**src/rtl/serial_pkg.sv**
```systemverilog
// serial_pkg: shared FSM state type and default operand width for the serial add/sub core.
package serial_pkg;
  localparam int BIT_WIDTH_DEF = 8;
  typedef enum logic [1:0] {IDLE, LOAD, SHIFT, DONE} state_t;
endpackage

```
**src/rtl/serial_fa.sv**
```systemverilog
// serial_fa: combinational 1-bit full adder.
module serial_fa (
  input  logic a,
  input  logic b,
  input  logic cin,
  output logic s,
  output logic cout
);
  assign s = a ^ b ^ cin;
  assign cout = (a & b) | (a & cin) | (b & cin);
endmodule

```
**src/rtl/serial_addsub_core.sv**
```systemverilog
// serial_addsub_core: bit-serial A+B / A-B sequencer driving external operand and result shift registers.
module serial_addsub_core
  import serial_pkg::*;
#(
  parameter int BIT_WIDTH = BIT_WIDTH_DEF
) (
  input  logic clock,
  input  logic reset,
  input  logic start,
  input  logic sub,
  input  logic a_bit,
  input  logic b_bit,
  output logic sr_enable,
  output logic sr_load,
  output logic sum_bit,
  output logic sum_valid,
  output logic busy,
  output logic done,
  output logic carry_out,
  output logic overflow
);
  localparam int CW = $clog2(BIT_WIDTH) + 1;
  state_t state;
  logic mode, carry, b_eff, s, cout;
  logic [CW-1:0] cnt;
  // subtraction is A + ~B + 1: invert B per bit and seed the carry with mode
  assign b_eff = b_bit ^ mode;
  serial_fa u_fa (.a(a_bit), .b(b_eff), .cin(carry), .s(s), .cout(cout));
  always_ff @(posedge clock or posedge reset) begin
    if (reset) begin
      state <= IDLE;
      mode <= 1'b0;
      carry <= 1'b0;
      cnt <= '0;
      carry_out <= 1'b0;
      overflow <= 1'b0;
    end else begin
      case (state)
        IDLE: if (start) begin
          state <= LOAD;
          mode <= sub;
          carry_out <= 1'b0;
          overflow <= 1'b0;
        end
        LOAD: begin
          carry <= mode;
          cnt <= '0;
          state <= SHIFT;
        end
        SHIFT: begin
          carry <= cout;
          cnt <= cnt + 1'b1;
          if (cnt == CW'(BIT_WIDTH - 1)) begin
            carry_out <= cout;
            overflow <= carry ^ cout;
            state <= DONE;
          end
        end
        DONE: state <= IDLE;
        default: state <= IDLE;
      endcase
    end
  end
  assign sr_enable = (state == LOAD) || (state == SHIFT);
  assign sr_load = state == LOAD;
  assign sum_valid = state == SHIFT;
  assign sum_bit = (state == SHIFT) & s;
  assign busy = state != IDLE;
  assign done = state == DONE;
endmodule
```
**config.mk**
```make
export PLATFORM = sky130hd
export DESIGN_NAME = serial_addsub_core
export DESIGN_NICKNAME = d
export VERILOG_FILES = /design/src/rtl/serial_pkg.sv /design/src/rtl/serial_fa.sv /design/src/rtl/serial_addsub_core.sv
export SDC_FILE = /design/constraint.sdc
export NUM_CORES = 1
export LEC_CHECK = 0
export ABC_CLOCK_PERIOD_IN_PS = 2200
export CORE_MARGIN = 3
export CORE_UTILIZATION = 47
export CTS_CLUSTER_DIAMETER = 150
export DETAILED_ROUTE_END_ITERATION = 10
export PLACE_DENSITY = 0.81
export SKIP_LAST_GASP = 1
export SLEW_MARGIN = 0
export SYNTH_ARGS = -nofsm -noshare
export SYNTH_HDL_FRONTEND = slang
export SYNTH_SLANG_ARGS = --single-unit
```
**constraint.sdc**
```tcl
create_clock -name clock -period 2.2 [get_ports clock]
set_input_delay 0.33 -clock clock [delete_from_list [all_inputs] [get_ports clock]]
set_output_delay 0.33 -clock clock [all_outputs]
set_load 0.1 [all_outputs]
```
== Word level (Yosys, flattened, before mapping) ==
Cells that the tools add are included.

* Output and inout bits: 8
* Bits of input ports: 6
* Word-level logic and storage cells: 41
* Register bits: 10

* Reduce and logical (&&, ||, !) cells: 8
* Multiplexer cells: 10
* Eq/ne operators: 6
* Add/subtract/negate cells: 1
* Bitwise gates (word level): 10

{| class="wikitable"
|+ Operator list
! kind !! count
|-
| one-hot mux 2 bit (4 select lines) || 1
|-
| one-hot mux 4 bit (2 select lines) || 1
|-
| one-hot mux 1 bit (2 select lines) || 3
|-
| nonzero test 2 bit || 3
|-
| adder 4 x 1 -> 4 bit, second input constant || 1
|-
| bitwise AND 1 bit || 4
|-
| equality test 2 bit, second input constant || 2
|-
| equality test 4 x 3 -> 1 bit, second input constant || 1
|-
| 2-to-1 mux 2 bit || 2
|-
| AND reduction 2 bit || 2
|-
| bitwise XOR 1 bit || 4
|-
| 2-to-1 mux 1 bit || 3
|-
| AND reduction 3 bit || 1
|-
| equality test 2 x 1 -> 1 bit, second input constant || 1
|-
| logical NOT 2 bit || 1
|-
| != test 2 x 1 -> 1 bit, second input constant || 1
|-
| != test 2 bit, second input constant || 1
|-
| bitwise OR 1 bit || 2
|-
| logical OR 1 bit || 1
|}

== Longest topological paths before layout ==
* Depth in word-level cells: 7
* Depth in mapped cells: 6
* Mapped depth without buffers: 5

== Cells and area by module ==
From an unflattened synthesis, not the netlist that was laid out.

* Cells, all modules: 58
* Area, all modules: 593.1 um2

{| class="wikitable"
|+ By module, submodules not included
! module !! sequential area each (um2) !! area each (um2) !! instances !! cells each
|-
| serial_addsub_core || 250.2 || 573.0 || 1 || 57
|-
| serial_fa || 0.0 || 20.0 || 1 || 1
|}

== Least setup slack after synthesis ==
Ideal clock, no wire load.

* Path kind: register -> output
* From: register state[0]
* To: output port sum_bit
* Arrival time: 3.028 ns
* Cell stages (with the launch flop): 5
* Path slack: -1.158 ns
* Data required time: 1.870 ns
* Path buffers: 1
* Path through: dfrtp_1 > inv_1 > ha_1 > buf_2 > nor2b_1

* Longest elaborated chain between the ends: 2

{| class="wikitable"
|+ Ends and longest elaborated chain
! what !! RTL line !! source
|-
| from (decl) || serial_addsub_core.sv:23 || <nowiki>state_t state;</nowiki>
|-
| from (signal assigned) || serial_addsub_core.sv:31 || <nowiki>state <= IDLE;</nowiki>
|-
| from (signal assigned) || serial_addsub_core.sv:40 || <nowiki>state <= LOAD;</nowiki>
|-
| from (signal assigned) || serial_addsub_core.sv:48 || <nowiki>state <= SHIFT;</nowiki>
|-
| equality test 2 bit || - ||
|-
| named net sum_valid || serial_addsub_core.sv:16 || <nowiki>output logic sum_valid,</nowiki>
|-
| bitwise AND 1 bit || serial_addsub_core.sv:67 || <nowiki>assign sum_bit = (state == SHIFT) & s;</nowiki>
|-
| to (decl) || serial_addsub_core.sv:15 || <nowiki>output logic sum_bit,</nowiki>
|}

The timed path passes the listed nets, and every way through them passes these cells.

== Final worst setup path ==
* From: input port b_bit
* To: output port sum_bit

* Longest elaborated chain between the ends: 4

{| class="wikitable"
|+ Ends and longest elaborated chain
! what !! RTL line !! source
|-
| from (decl) || serial_addsub_core.sv:12 || <nowiki>input logic b_bit,</nowiki>
|-
| bitwise XOR 1 bit || serial_addsub_core.sv:27 || <nowiki>assign b_eff = b_bit ^ mode;</nowiki>
|-
| bitwise XOR 1 bit (2 in series) || serial_fa.sv:9 || <nowiki>assign s = a ^ b ^ cin;</nowiki>
|-
| bitwise AND 1 bit || serial_addsub_core.sv:67 ||
|}

Every way passes these cells.

==> flow_summary_export.csv <==
group,metric,value,unit
detailed_routing,drtIter0Drc,5,
setup_path,rr_worst_depth,5,
timing,clock_skew,0.00133,ns
synth,synth-simple-area-share,19.8,%
synth,synth_top_cell_by_area,"dfrtp_1",
setup_path,r2r_slack,0.45,ns
synth,ys.flop_type,"dfrtp_1",
global_routing,top_usage_layer,"met2",
setup_path,cp.arrival,1.75,ns
setup_path,required,1.87,ns
synth,post_synth_num_cell_types,24,
synth,yosys.cell_count.top_type,"dfrtp_1",
timing,setup_viol,0,
global_routing,grtUsageMet1,18.9,%
synth,syn_area_per_cell,10.2,um^2
clock_network,cts_root_buffer,"clkbuf_4",
detailed_routing,via_count,485,
place,portBuffers,13,
clock_network,cts_tree,"yes",
floorplanning,core-area,1170,um^2
timing,worst_slew_pin_slew,0.374,ns
clock_network,cts_resized,0,
timing,max_freq,482,MHz
place,dp.final_hpwl,993,um
setup_path,crit_type,"input pin to output port",
synth,synthArstFlopShare,100,%
detailed_routing,drt-total-wl,1220,um
place,place.gp.congestion,0.722,
floorplanning,die_area,1770,um^2
global_routing,grt_max_degree,17,
timing,setup_slack,0.124,ns
detailed_routing,routed_via_density,5.39,
setup_path,cp-end-kind,"output port",
clock_network,cts.sinks,10,
synth,synthTopCellsByArea,"dfrtp_1 (41%), ha_1 (10%), inv_1 (4.9%)",
setup_path,cpMaxStageDelayCell,"fa_1",
timing,post-route-period-util,94.4,%
synth,synth_compound_gate_area_share,10.4,%
worst_hold_path,hold_class,"input pin to async pin",
clock_network,hold_buffers,0,
floorplanning,start_util,52.4,%
setup_path,crit_chain,"clkdlybuf4s50_1, xnor2_1, fa_1, nor2b_4, buf_12",
finish,num_antenna_cells,0,
floorplanning,die_h,42.1,um
synth,synth_top_area_share,40.8,%
timing,hold_viol,0,
finish,area_growth,35.7,%
global_routing,grt_util_all_layers,16.4,%
synth,yosysSeqAreaShare,40.8,%
setup_path,reg2reg_from,"mode",
synth,synthAdderAreaFrac,13.5,%
timing,relSlewSlack,75.0,%
setup_path,endpoint,"sum_bit",
clock_network,cts_setup_buffers,0,
setup_path,worstSetupStartpointType,"input pin",
synth,synth_area,613,um^2
global_routing,grt_pass1_vias,491,
synth,synth_warnings,0,
timing,fin_crit,2.08,ns
finish,fin_nets,89,
floorplanning,rows,12,
synth,synth_top_family_by_area,"simple AND/OR/NAND/NOR gates",
global_routing,antenna_found_initial,0,
detailed_routing,firstDrtPassIters,2,
clock_network,numCtsBuffers,3,
synth,synth_edf_count,0,
detailed_routing,drcViolationCount,0,
clock_network,clk_pin_slew_worst_paths,0.06,ns
run_status,status,"complete, no violations",
setup_path,crit_path_start,"b_bit",
global_routing,grtUsageMet3,6.87,%
detailed_routing,ant_nets,0,
finish,drive_above_1_share,22.4,%
synth,muxShareOfSynthArea,6.94,%
setup_path,cp_max_fo,1,
floorplanning,num_io_pins,14,
job,drv_cap,0,
clock_network,htreeDepth,1,
clock_network,clockBufferDepth,2,
global_routing,grt_pass1_wl,2160,um
synth,syn_inst,60,
timing,tns,0,ns
timing,maxSlewViolCount,0,
synth,synth_common_cells,"dfrtp_1 (10), inv_1 (8), ha_1 (5), nand3_1 (5), o21ai_0 (5)",
place,dp_slack,0.0988,ns
detailed_routing,wl_per_cell,13.5,um
global_routing,use_met2,27.2,%
timing,whs,0.338,ns
synth,synth_xor_area_share,2.86,%
timing,rsz0062_at_grt,"no",
synth,ys_seq_elements,10,
floorplanning,die_w,42.1,um
global_routing,grt-ovfl-total,0,
clock_network,clkLatencyLatePin,0.26,ns
synth,synth_nets,72,
setup_path,rr_endpoint,"overflow",
setup_path,critical-path-max-stage-delay,0.48,ns
critical path: cells and delay by family:
kind / cells / cell delay, ns
buffers and inverters: 2 / 0.65
XOR/XNOR: 1 / 0.14
adder cells (fa/ha/maj): 1 / 0.48
AND/OR/NAND/NOR: 1 / 0.15
kinds of logic (layout without fill, tap and decap cells):
group / after synthesis / in the layout
simple gates: 19 / 19
xor+xnor: 2 / 2
flops: 10 / 10
fa+ha+maj: 6 / 6
buf+inv: 9 / 25
compound gates: 10 / 10
mux: 4 / 4
per-layer routing:
| metal | vias to the layer above | share of wire, % |
|---|---|---|
| li1 | 240 | - |
| met4 | 0 | 1.4 |
| met1 | 230 | 45 |
| met3 | 5 | 5.7 |
| met5 | - | 0 |
| met2 | 10 | 48 |
through the flow:
step,area (um^2),std cells,util (%)
2_1_floorplan,623,60,-
3_3_place_gp,796,86,67.9
3_5_place_dp,796,86,67.9
4_1_cts,832,90,71.0
5_1_grt,832,90,71.0
6_report,832,90,71.0
worst min path at each step:
stage | startpoint | to | depth (start not counted)
2_1_floorplan | reset | carry | 1
3_3_place_gp | cnt[0] | cnt[0] | 1
3_5_place_dp | cnt[1] | cnt[1] | 1
4_1_cts | reset | carry | 2
5_1_grt | reset | cnt[3] | 2
6_report | reset | carry_out | 2
layout by cell type (no fill, tap or decap):
master           Yosys  final
fa_1                 1      1
nand3_1              5      5
nor2_1               1      1
nand3b_1             1      1
a21oi_1              1      1
clkdlybuf4s50_1      0      5
or4b_1               2      2
nor3_1               1      1
inv_1                8      8
ha_2                 0      1
buf_4                0      4
nor2b_1              3      2
and3_1               1      1
mux2i_1              2      2
nand2_1              4      4
o2bb2ai_1            1      1
nor2b_4              0      1
xnor2_1              1      1
xor2_1               1      1
clkbuf_4             0      3
buf_12               0      4
o211ai_1             1      1
mux2_2               2      2
a211o_1              1      1
ha_1                 5      4
o22a_1               1      1
nand3b_4             1      1
clkbuf_8             0      1
o21ai_0              5      5
dfrtp_1             10     10
area by class of cell:
class	count	area [um^2]
multi-input combinational	41	338
sequential	10	250
tap	14	17.5
clock buffer	4	36.3
timing repair buffer	13	160
inverter	8	30.0
fill	98	339
sequential cells by signal, indices dropped and copies added (netlist names):
name       count
overflow       1
state          2
cnt            4
carry_out      1
mode           1
carry          1
Power is not shown: default switching activity piles up to over one toggle a cycle in this logic, so the estimate is an artifact.
